--- config.mk ---
export PLATFORM = sky130hd
export DESIGN_NAME = cmem_refill_arb_flat
export DESIGN_NICKNAME = d
export VERILOG_FILES = /design/src/rtl/cmem_refill_arb_pkg.sv /design/src/rtl/cmem_refill_arb_if.sv /design/src/rtl/cmem_refill_arb_rr_pick.sv /design/src/rtl/cmem_refill_arb.sv /design/src/flat_wrapper.sv
export SDC_FILE = /design/constraint.sdc
export NUM_CORES = 1
export LEC_CHECK = 0
export ABC_AREA = 0
export BUFFER_PORTS_ARGS = -buffer_cell sky130_fd_sc_hd__buf_2
export CAP_MARGIN = 20
export CORE_AREA = 3 3 131 133
export CTS_BUF_LIST = sky130_fd_sc_hd__clkbuf_16
export CTS_CLUSTER_DIAMETER = 80
export DETAILED_ROUTE_END_ITERATION = 6
export DIE_AREA = 0 0 134 136
export PLACE_DENSITY = 0.82
export SLEW_MARGIN = 20
export SYNTH_ARGS = -nofsm -noshare
export SYNTH_HDL_FRONTEND = slang
export SYNTH_SLANG_ARGS = --single-unit
export TNS_END_PERCENT = 1
--- constraint.sdc ---
create_clock -name clk -period 1 [get_ports clk]
set_input_delay 0.2 -clock clk [delete_from_list [all_inputs] [get_ports clk]]
set_output_delay 0.2 -clock clk [all_outputs]
set_load 0.01 [all_outputs]
--- src/rtl/cmem_refill_arb_pkg.sv ---
// Shared types and defaults for the cmem line-refill arbiter.
package cmem_refill_arb_pkg;
  localparam int CMEM_BLK_LEN   = 26;
  localparam int CMEM_LINE      = 128;
  localparam int CMEM_ARB_N_REQ = 2;

  typedef enum logic [1:0] {
    S_ARB_IDLE = 2'd0,
    S_ARB_BUSY = 2'd1,
    S_ARB_DONE = 2'd2
  } arb_state_e;

  // a is at most 2n-2, so a single subtract is enough to wrap
  function automatic int rr_wrap(input int a, input int n);
    return (a >= n) ? a - n : a;
  endfunction
endpackage

--- src/rtl/cmem_refill_arb_if.sv ---
// Bus bundle between the cmem array, the refill arbiter and the memory adapter.
interface cmem_refill_arb_if
  import cmem_refill_arb_pkg::*;
#(
  parameter int N_REQ  = CMEM_ARB_N_REQ,
  parameter int ADDR_W = CMEM_BLK_LEN,
  parameter int LINE_W = CMEM_LINE,
  localparam int GNT_W = $clog2(N_REQ)
) ();
  logic [N_REQ*ADDR_W-1:0] b_addr_c;
  logic [N_REQ-1:0]        b_rd_c;
  logic [LINE_W-1:0]       b_rdata_c;
  logic [N_REQ-1:0]        b_dv_c;
  logic [ADDR_W-1:0]       m_addr;
  logic                    m_rd;
  logic [LINE_W-1:0]       m_rdata;
  logic                    m_dv;
  logic [GNT_W-1:0]        gnt_idx;
  logic                    busy;

  modport slave (
    input  b_addr_c, b_rd_c, m_rdata, m_dv,
    output b_rdata_c, b_dv_c, m_addr, m_rd, gnt_idx, busy
  );
  modport master (
    output b_addr_c, b_rd_c, m_rdata, m_dv,
    input  b_rdata_c, b_dv_c, m_addr, m_rd, gnt_idx, busy
  );
endinterface

--- src/rtl/cmem_refill_arb_rr_pick.sv ---
// Round-robin pick: first set request at or after ptr, wrapping modulo N.
module cmem_refill_arb_rr_pick
  import cmem_refill_arb_pkg::*;
#(
  parameter int N = 2,
  localparam int GNT_W = $clog2(N)
) (
  input  logic [N-1:0]     req,
  input  logic [GNT_W-1:0] ptr,
  output logic [GNT_W-1:0] idx,
  output logic             any
);
  logic [GNT_W-1:0] cand;

  // scan farthest-first so the closest hit to ptr is the one left standing
  always_comb begin
    idx  = '0;
    any  = 1'b0;
    cand = '0;
    for (int k = N - 1; k >= 0; k--) begin
      cand = GNT_W'(rr_wrap(int'(ptr) + k, N));
      if (req[cand]) begin
        idx = cand;
        any = 1'b1;
      end
    end
  end
endmodule

--- src/rtl/cmem_refill_arb.sv ---
// Multiplexes N cmem refill buses onto one memory port, one refill in flight, rr grant.
module cmem_refill_arb
  import cmem_refill_arb_pkg::*;
#(
  parameter int N_REQ  = CMEM_ARB_N_REQ,
  parameter int ADDR_W = CMEM_BLK_LEN,
  parameter int LINE_W = CMEM_LINE,
  localparam int GNT_W = $clog2(N_REQ)
) (
  input logic               clk,
  input logic               rst,
  cmem_refill_arb_if.slave  bus
);
  arb_state_e        state_q, state_d;
  logic [GNT_W-1:0]  gnt_q, gnt_d, ptr_q, ptr_d, pick_idx;
  logic              pick_any;
  logic [ADDR_W-1:0] addr_q, addr_d;
  logic [LINE_W-1:0] rdata_q, rdata_d;
  logic [N_REQ-1:0]  dv_q, dv_d;

  cmem_refill_arb_rr_pick #(.N(N_REQ)) u_pick (
    .req (bus.b_rd_c),
    .ptr (ptr_q),
    .idx (pick_idx),
    .any (pick_any)
  );

  always_comb begin
    state_d = state_q;
    gnt_d   = gnt_q;
    ptr_d   = ptr_q;
    addr_d  = addr_q;
    rdata_d = rdata_q;
    dv_d    = '0;
    case (state_q)
      S_ARB_IDLE: if (pick_any) begin
        gnt_d   = pick_idx;
        addr_d  = bus.b_addr_c[pick_idx*ADDR_W +: ADDR_W];
        state_d = S_ARB_BUSY;
      end
      // a grantee that withdrew still lets the read finish; its line is just dropped
      S_ARB_BUSY: if (bus.m_dv) begin
        rdata_d      = bus.m_rdata;
        dv_d[gnt_q]  = bus.b_rd_c[gnt_q];
        state_d      = S_ARB_DONE;
      end
      S_ARB_DONE: begin
        ptr_d   = (gnt_q == GNT_W'(N_REQ - 1)) ? '0 : gnt_q + 1'b1;
        state_d = S_ARB_IDLE;
      end
      default: state_d = S_ARB_IDLE;
    endcase
  end

  always_ff @(posedge clk) begin
    if (rst) begin
      state_q <= S_ARB_IDLE;
      gnt_q   <= '0;
      ptr_q   <= '0;
      addr_q  <= '0;
      rdata_q <= '0;
      dv_q    <= '0;
    end else begin
      state_q <= state_d;
      gnt_q   <= gnt_d;
      ptr_q   <= ptr_d;
      addr_q  <= addr_d;
      rdata_q <= rdata_d;
      dv_q    <= dv_d;
    end
  end

  assign bus.m_rd      = (state_q == S_ARB_BUSY);
  assign bus.m_addr    = addr_q;
  assign bus.b_rdata_c = rdata_q;
  assign bus.b_dv_c    = dv_q;
  assign bus.gnt_idx   = gnt_q;
  assign bus.busy      = (state_q != S_ARB_IDLE);
endmodule
--- src/flat_wrapper.sv ---
// flat-port wrapper written by rule: the top's interface ports become plain ports
module cmem_refill_arb_flat import cmem_refill_arb_pkg::*;
#(
  parameter int N_REQ  = CMEM_ARB_N_REQ,
  parameter int ADDR_W = CMEM_BLK_LEN,
  parameter int LINE_W = CMEM_LINE,
  localparam int GNT_W = $clog2(N_REQ)
)
  (clk, rst, bus_b_addr_c, bus_b_rd_c, bus_m_rdata, bus_m_dv, bus_b_rdata_c, bus_b_dv_c, bus_m_addr, bus_m_rd, bus_gnt_idx, bus_busy);
  cmem_refill_arb_if #(.N_REQ(N_REQ), .ADDR_W(ADDR_W), .LINE_W(LINE_W)) bus_i ();
  input logic clk;
  input logic rst;
  input wire logic [$bits(bus_i.b_addr_c)-1:0] bus_b_addr_c;
  input wire logic [$bits(bus_i.b_rd_c)-1:0] bus_b_rd_c;
  input wire logic [$bits(bus_i.m_rdata)-1:0] bus_m_rdata;
  input wire logic [$bits(bus_i.m_dv)-1:0] bus_m_dv;
  output wire logic [$bits(bus_i.b_rdata_c)-1:0] bus_b_rdata_c;
  output wire logic [$bits(bus_i.b_dv_c)-1:0] bus_b_dv_c;
  output wire logic [$bits(bus_i.m_addr)-1:0] bus_m_addr;
  output wire logic [$bits(bus_i.m_rd)-1:0] bus_m_rd;
  output wire logic [$bits(bus_i.gnt_idx)-1:0] bus_gnt_idx;
  output wire logic [$bits(bus_i.busy)-1:0] bus_busy;
  assign bus_i.b_addr_c = bus_b_addr_c;
  assign bus_i.b_rd_c = bus_b_rd_c;
  assign bus_i.m_rdata = bus_m_rdata;
  assign bus_i.m_dv = bus_m_dv;
  assign bus_b_rdata_c = bus_i.b_rdata_c;
  assign bus_b_dv_c = bus_i.b_dv_c;
  assign bus_m_addr = bus_i.m_addr;
  assign bus_m_rd = bus_i.m_rd;
  assign bus_gnt_idx = bus_i.gnt_idx;
  assign bus_busy = bus_i.busy;
  cmem_refill_arb #(.N_REQ(N_REQ), .ADDR_W(ADDR_W), .LINE_W(LINE_W)) u_core (.clk(clk), .rst(rst), .bus(bus_i));
endmodule
Word level (Yosys, flattened, before mapping)
Index checks and enable logic that the tools add are counted.
- output and inout port bits: 159
- input bits: 185
- word-level logic and storage cells: 50
- register bits: 160
- bitwise operators: 3
- equality and inequality tests: 4
- $add $sub $neg: 4
- shift operators: 1
- reductions and logical operators: 7
- multiplexer cells: 18
- multipliers: 1
- order comparisons: 6
- operators with widths (operator ; number):
    $shiftx 52x7->26 ; 1
    $mux 1 ; 14
    $lt 1x2->1 const B ; 3
    $reduce_and 2->1 ; 3
    $mul 1x4->5 const B ; 1
    $mux 2 ; 2
    $pmux 2 s2 ; 1
    $reduce_or 3->1 ; 1
    $add 1x1->2 const B ; 1
    $and 2x2->2 ; 1
    $eq 2x1->1 const B ; 1
    $eq 2x2->1 const B ; 1
    $ge 1x2->1 const B ; 1
    $ge 2x2->1 const B ; 1
    $logic_not 2->1 ; 1
    $ne 2x1->1 const B ; 1
    $ne 2x2->1 const B ; 1
    $not 1->1 ; 2
    $reduce_bool 2->1 ; 1
    $sub 1x1->1 const B ; 2
    $add 1x1->1 const B ; 1
    $demux 1 s1 ; 1
    $ge 1x1->1 const B ; 1
    $logic_and 1x1->1 ; 1

Logic depth before layout (Yosys ltp)
- depth after elaboration: 9
- gate-level depth with buffers: 5
- gate-level depth less buffers: 4

Cells and area by module
A second synthesis with hierarchy kept.
- cell total of the unflattened synthesis: 700
- area, all modules: 7319.5 um^2
- modules (own cells, without submodules) (module ; times used ; cells an instance ; sequential area each (um^2) ; area each (um^2)):
    cmem_refill_arb ; 1 ; 697 ; 3203.1 ; 7302.0
    cmem_refill_arb_rr_pick ; 1 ; 3 ; 0.0 ; 17.5

Worst setup path before layout
Ideal clock, no wire load.
- path type: reg2reg
- start: register u_core.state_q[1]
- end: register u_core.addr_q[16], in the netlist u_core.bus.m_addr[16]
- setup time: 0.133 ns
- cell stages (with the launch flop): 6
- period minus slack after synthesis: 1.146 ns
- arrival time: 1.013 ns
- setup slack: -0.146 ns
- buffers on the path: 1
- data required time: 0.867 ns
- cell sequence: dfxtp_1 -> nor2_1 -> inv_1 -> nor2_4 -> buf_2 -> a311oi_1
- cells in the longest elaborated chain, start to end: 2
- RTL lines (what ; RTL line ; text):
    start: declaration ; cmem_refill_arb.sv:14 ; arb_state_e state_q, state_d;
    start signal: assignment ; cmem_refill_arb.sv:64 ; state_q <= state_d;
    $logic_not 2->1 ; cmem_refill_arb.sv:35 ; case (state_q)
    $reduce_and 2->1 (no source line) ; -- ;
    end signal: assignment ; cmem_refill_arb.sv:67 ; addr_q <= addr_d;
    end: declaration ; cmem_refill_arb.sv:17 ; logic [ADDR_W-1:0] addr_q, addr_d;
No other way between the ends.
A chain may end at the register's enable or synchronous reset.

Worst setup path after layout
- start: register u_core.state_q[1]
- end: register u_core.rdata_q[119], in the netlist u_core.bus.b_rdata_c[119]
- cells in the longest elaborated chain, start to end: 2
- RTL lines (what ; RTL line ; text):
    $eq 2x1->1 ; cmem_refill_arb.sv:35 ;
    $reduce_and 2->1 (no source line) ; -- ;
    end signal: assignment ; cmem_refill_arb.sv:68 ; rdata_q <= rdata_d;
    end: declaration ; cmem_refill_arb.sv:18 ; logic [LINE_W-1:0] rdata_q, rdata_d;
No other way between the ends.

==> impl_metrics.xml <==
<?xml version="1.0" encoding="UTF-8"?>
<metrics>
  <group name="logic_synthesis">
    <metric name="synth-seq-cells" unit="">160</metric>
    <metric name="netlist_area" unit="um2">5886</metric>
    <metric name="seq_area_frac_synth" unit="%">54.42</metric>
    <metric name="yosys.area_share.xor_xnor" unit="%">0</metric>
    <metric name="synth_ff_type" unit="">sky130_fd_sc_hd__dfxtp_1</metric>
    <metric name="yosys_warnings" unit="">0</metric>
    <metric name="postSynthNetCount" unit="">921</metric>
    <metric name="synth_mux_area_share" unit="%">0</metric>
    <metric name="yosys_top_cell_area_share" unit="%">54.42</metric>
    <metric name="synth.top_cells.by_area" unit="">sky130_fd_sc_hd__dfxtp_1 54%, sky130_fd_sc_hd__nand2_1 16%, sky130_fd_sc_hd__a21oi_1 13%, sky130_fd_sc_hd__a311oi_1 3.9%, sky130_fd_sc_hd__buf_2 2.9%</metric>
    <metric name="synth.avg_cell_area" unit="um2">7.997</metric>
    <metric name="synth_area_leader_cell" unit="">sky130_fd_sc_hd__dfxtp_1</metric>
    <metric name="synth_async_sr_flop_share" unit="%">0</metric>
    <metric name="adder_cell_share_of_the_synthesized_area" unit="%">0</metric>
    <metric name="synthCells" unit="">736</metric>
    <metric name="synth_compound_area_share" unit="%">19.64</metric>
    <metric name="synth-simple-area-share" unit="%">20.17</metric>
    <metric name="number_of_synthesized_flops_with_an_enable_pin" unit="">0</metric>
    <metric name="synth_top_family_by_area" unit="">simple AND/OR/NAND/NOR gates</metric>
    <metric name="netlist-cell-type-count" unit="">22</metric>
  </group>
  <group name="power_and_ir_drop">
    <metric name="total_leakage_power" unit="nW">4.586</metric>
    <metric name="power_density" unit="nW/um2">1546</metric>
    <metric name="max-vdd-ir-drop" unit="mV">1.197</metric>
    <metric name="fin_total_pwr" unit="W">0.01709</metric>
  </group>
  <group name="detailed_routing">
    <metric name="drt-vias-per-instance" unit="">5.258</metric>
    <metric name="detail_route.drc_violations" unit="">0</metric>
    <metric name="detailroute.via_count" unit="">7182</metric>
    <metric name="wl_per_cell" unit="um">18.83</metric>
    <metric name="drt_first_pass_iters" unit="">6</metric>
    <metric name="postRouteWirelength" unit="um">25720</metric>
    <metric name="drt_iter0_drc" unit="">387</metric>
    <metric name="final_antenna_net_count" unit="">0</metric>
  </group>
  <group name="clock_tree">
    <metric name="tritoncts.num_buffers" unit="">17</metric>
    <metric name="max-clock-path-buffers" unit="">2</metric>
    <metric name="clock-root-buffer" unit="">sky130_fd_sc_hd__clkbuf_16</metric>
    <metric name="worst_setup_hold_path_clk_slew" unit="ns">0.07</metric>
    <metric name="worst_skew_pair.late_latency" unit="ns">0.41</metric>
    <metric name="htree_levels" unit="">4</metric>
    <metric name="cts_tree" unit="">yes</metric>
    <metric name="tritoncts_num_sinks" unit="">160</metric>
  </group>
  <group name="layout">
    <metric name="utilization" unit="%">69.31</metric>
    <metric name="layout.nets" unit="">1320</metric>
    <metric name="post_layout_instance_count_excluding_filler_cells" unit="">1366</metric>
    <metric name="post_route_cells_drive_above_1_share" unit="%">59.60</metric>
    <metric name="area_growth" unit="%">87.76</metric>
  </group>
  <group name="timing">
    <metric name="slew-limit-headroom" unit="%">79.46</metric>
    <metric name="final_critical_path_setup_slack" unit="ns">-0.4682</metric>
    <metric name="finalSetupViolCount" unit="">318</metric>
    <metric name="time_the_final_worst_path_needs_with_i_o_delays_and_setup" unit="ns">1.468</metric>
    <metric name="hold_violations" unit="">0</metric>
    <metric name="whs" unit="ns">0.01715</metric>
    <metric name="clock-skew-final" unit="ns">0.004687</metric>
    <metric name="worstMarginPinSlew" unit="ns">0.3082</metric>
    <metric name="rsz0062_at_grt" unit="">true</metric>
    <metric name="finalCritPeriodShare" unit="%">146.8</metric>
    <metric name="maxSlewViolCount" unit="">0</metric>
    <metric name="clock.fmax" unit="MHz">681.1</metric>
  </group>
  <group name="floorplan">
    <metric name="row_count" unit="">46</metric>
    <metric name="floorplan.initialDensity" unit="%">36.92</metric>
    <metric name="dieArea" unit="um2">18220</metric>
    <metric name="fp.coreArea" unit="um2">15940</metric>
    <metric name="die_height" unit="um">136</metric>
    <metric name="die_width" unit="um">134</metric>
    <metric name="pin_count" unit="">344</metric>
  </group>
  <group name="worst_setup_path">
    <metric name="critPathMaxStageDelay" unit="ns">0.37</metric>
    <metric name="cp-start-kind" unit="">flop</metric>
    <metric name="critical_path_buf_inv_count" unit="">2</metric>
    <metric name="worst-path-max-fanout" unit="">30</metric>
    <metric name="crit_chain" unit="">and3b_4 -&gt; buf_4 -&gt; clkbuf_16 -&gt; nand2_1 -&gt; a21oi_1</metric>
    <metric name="critPathSlowestCell" unit="">sky130_fd_sc_hd__and3b_4</metric>
    <metric name="critPathKind" unit="">reg -&gt; reg</metric>
    <metric name="cp.arrival" unit="ns">1.79</metric>
    <metric name="path_delay_family" unit="">simple AND/OR/NAND/NOR gates</metric>
    <metric name="critPathCaptureType" unit="">flop</metric>
    <metric name="cp.required" unit="ns">1.33</metric>
  </group>
  <group name="outcome">
    <metric name="status" unit="">finished, violations left</metric>
    <metric name="failed_checks" unit="">negative setup slack</metric>
  </group>
  <group name="placement">
    <metric name="buffer_ports.inserted" unit="">343</metric>
    <metric name="gp_congestion" unit="">0.8253</metric>
    <metric name="hpwl" unit="um">14160</metric>
    <metric name="dp_cells" unit="">1268</metric>
    <metric name="placement.setup.worst_slack" unit="ns">-0.2708</metric>
  </group>
  <group name="flow_run">
    <metric name="drv_cap" unit="">0</metric>
  </group>
  <group name="global_routing">
    <metric name="number_of_global_route_vias_before_repair" unit="">7033</metric>
    <metric name="grt_max_degree" unit="">61</metric>
    <metric name="grt_pass1_wl" unit="um">36120</metric>
    <metric name="global_route.usage.total" unit="%">24.98</metric>
    <metric name="grt_remaining_overflow" unit="">0</metric>
    <metric name="antenna_found_initial" unit="">5</metric>
  </group>
  <group name="min_path">
    <metric name="worst_hold_path_type" unit="">in -&gt; reg</metric>
  </group>
</metrics>
cells by family after synthesis:
logic type,count (synthesis)
buf+inv,68
compound gates,211
simple gates,297
flops,160
registers in the layout, summed over array words and instances (netlist names):
| register | count |
|---|---|
| u_core.bus.b_dv_c | 2 |
| u_core.bus.b_rdata_c | 128 |
| u_core.bus.gnt_idx | 1 |
| u_core.bus.m_addr | 26 |
| u_core.ptr_q | 1 |
| u_core.state_q | 2 |
final timing paths:
check	start	endpoint	slack, ns	depth (start not counted)
min reg2reg	u_core.bus.b_rdata_c[78]	u_core.bus.b_rdata_c[78]	0.46	2
max	u_core.state_q[1]	u_core.bus.b_rdata_c[119]	-0.47	5
max reg2reg	u_core.state_q[1]	u_core.bus.b_rdata_c[119]	-0.47	5
min	bus_m_rdata[20]	u_core.bus.b_rdata_c[20]	0.02	3
synth_stat cells, drive strengths merged (4+ instances only):
master and number:
a311oi 26, a21oi 156, buf 45, o21ai 28, nand3 27, nand2 256
clkbuf 19, inv 4, nor2 5, dfxtp 160
layer usage:
metal	global-route usage, %	up-vias	share of wire, %
met3	8.031	106	8.4
met4	11.09	4	5.2
li1	-	3274	-
met1	27.07	3374	35
met5	0	-	0.12
met2	44.64	424	51
placed cells by master (no fill, tap or decap), types with 10 or more instances in the layout:
cell                            netlist  layout
sky130_fd_sc_hd__nand2_1            256     243
sky130_fd_sc_hd__buf_2               34     183
sky130_fd_sc_hd__buf_6                0     168
sky130_fd_sc_hd__dfxtp_2              0     157
sky130_fd_sc_hd__a21oi_1            156      87
sky130_fd_sc_hd__a21oi_2              0      69
sky130_fd_sc_hd__dlygate4sd3_1        0      44
sky130_fd_sc_hd__nand3_1             27      27
sky130_fd_sc_hd__a311oi_1            26      24
sky130_fd_sc_hd__buf_12               0      21
sky130_fd_sc_hd__clkbuf_16            0      20
sky130_fd_sc_hd__buf_4               11      19
sky130_fd_sc_hd__o21ai_0             28      15
sky130_fd_sc_hd__o21ai_1              0      12
sky130_fd_sc_hd__nand2_2              0      10
repair_timing:
action / in CTS / in global routing
endpoints found under the hold margin: 43 / 1
endpoints found under the setup margin: 317 / 319
hold buffers: 43 / 1
buffers inserted: 4 / 8
pin swaps: 19 / 38
resized for setup: 330 / 121
cloned: 5 / 3
report_power, final:
part	total, W	internal [W]	switching [W]
Sequential	0.00711	0.00682	0.000290
Clock	0.00660	0.00392	0.00268
Combinational	0.00338	0.00181	0.00156
area by class of cell:
type	count	area [um2]
clock inverters	13	166.4
inverters	4	15.01
flip-flops and latches	160	3411
well taps	216	270.3
repair buffers	444	4051
clock buffers	17	425.4
diodes	4	10.01
multi-input cells	508	2701
fillers	1073	4892
worst min-delay path, cell delays in order:
cell and delay, ns:
sky130_fd_sc_hd__buf_2 0.10, sky130_fd_sc_hd__nand2_1 0.04, sky130_fd_sc_hd__a21oi_1 0.05
per-stage QoR:
step / cell area (um2) / TNS (ns)
after global placement: 8087 / -25.97
final: 11050 / -55.18
after CTS: 10470 / -53.47
after detailed placement: 8087 / -30.00
after global routing: 11050 / -67.62
after floorplan: 5949 / -9.804
Note: power is estimated with default switching activity, not from simulation.
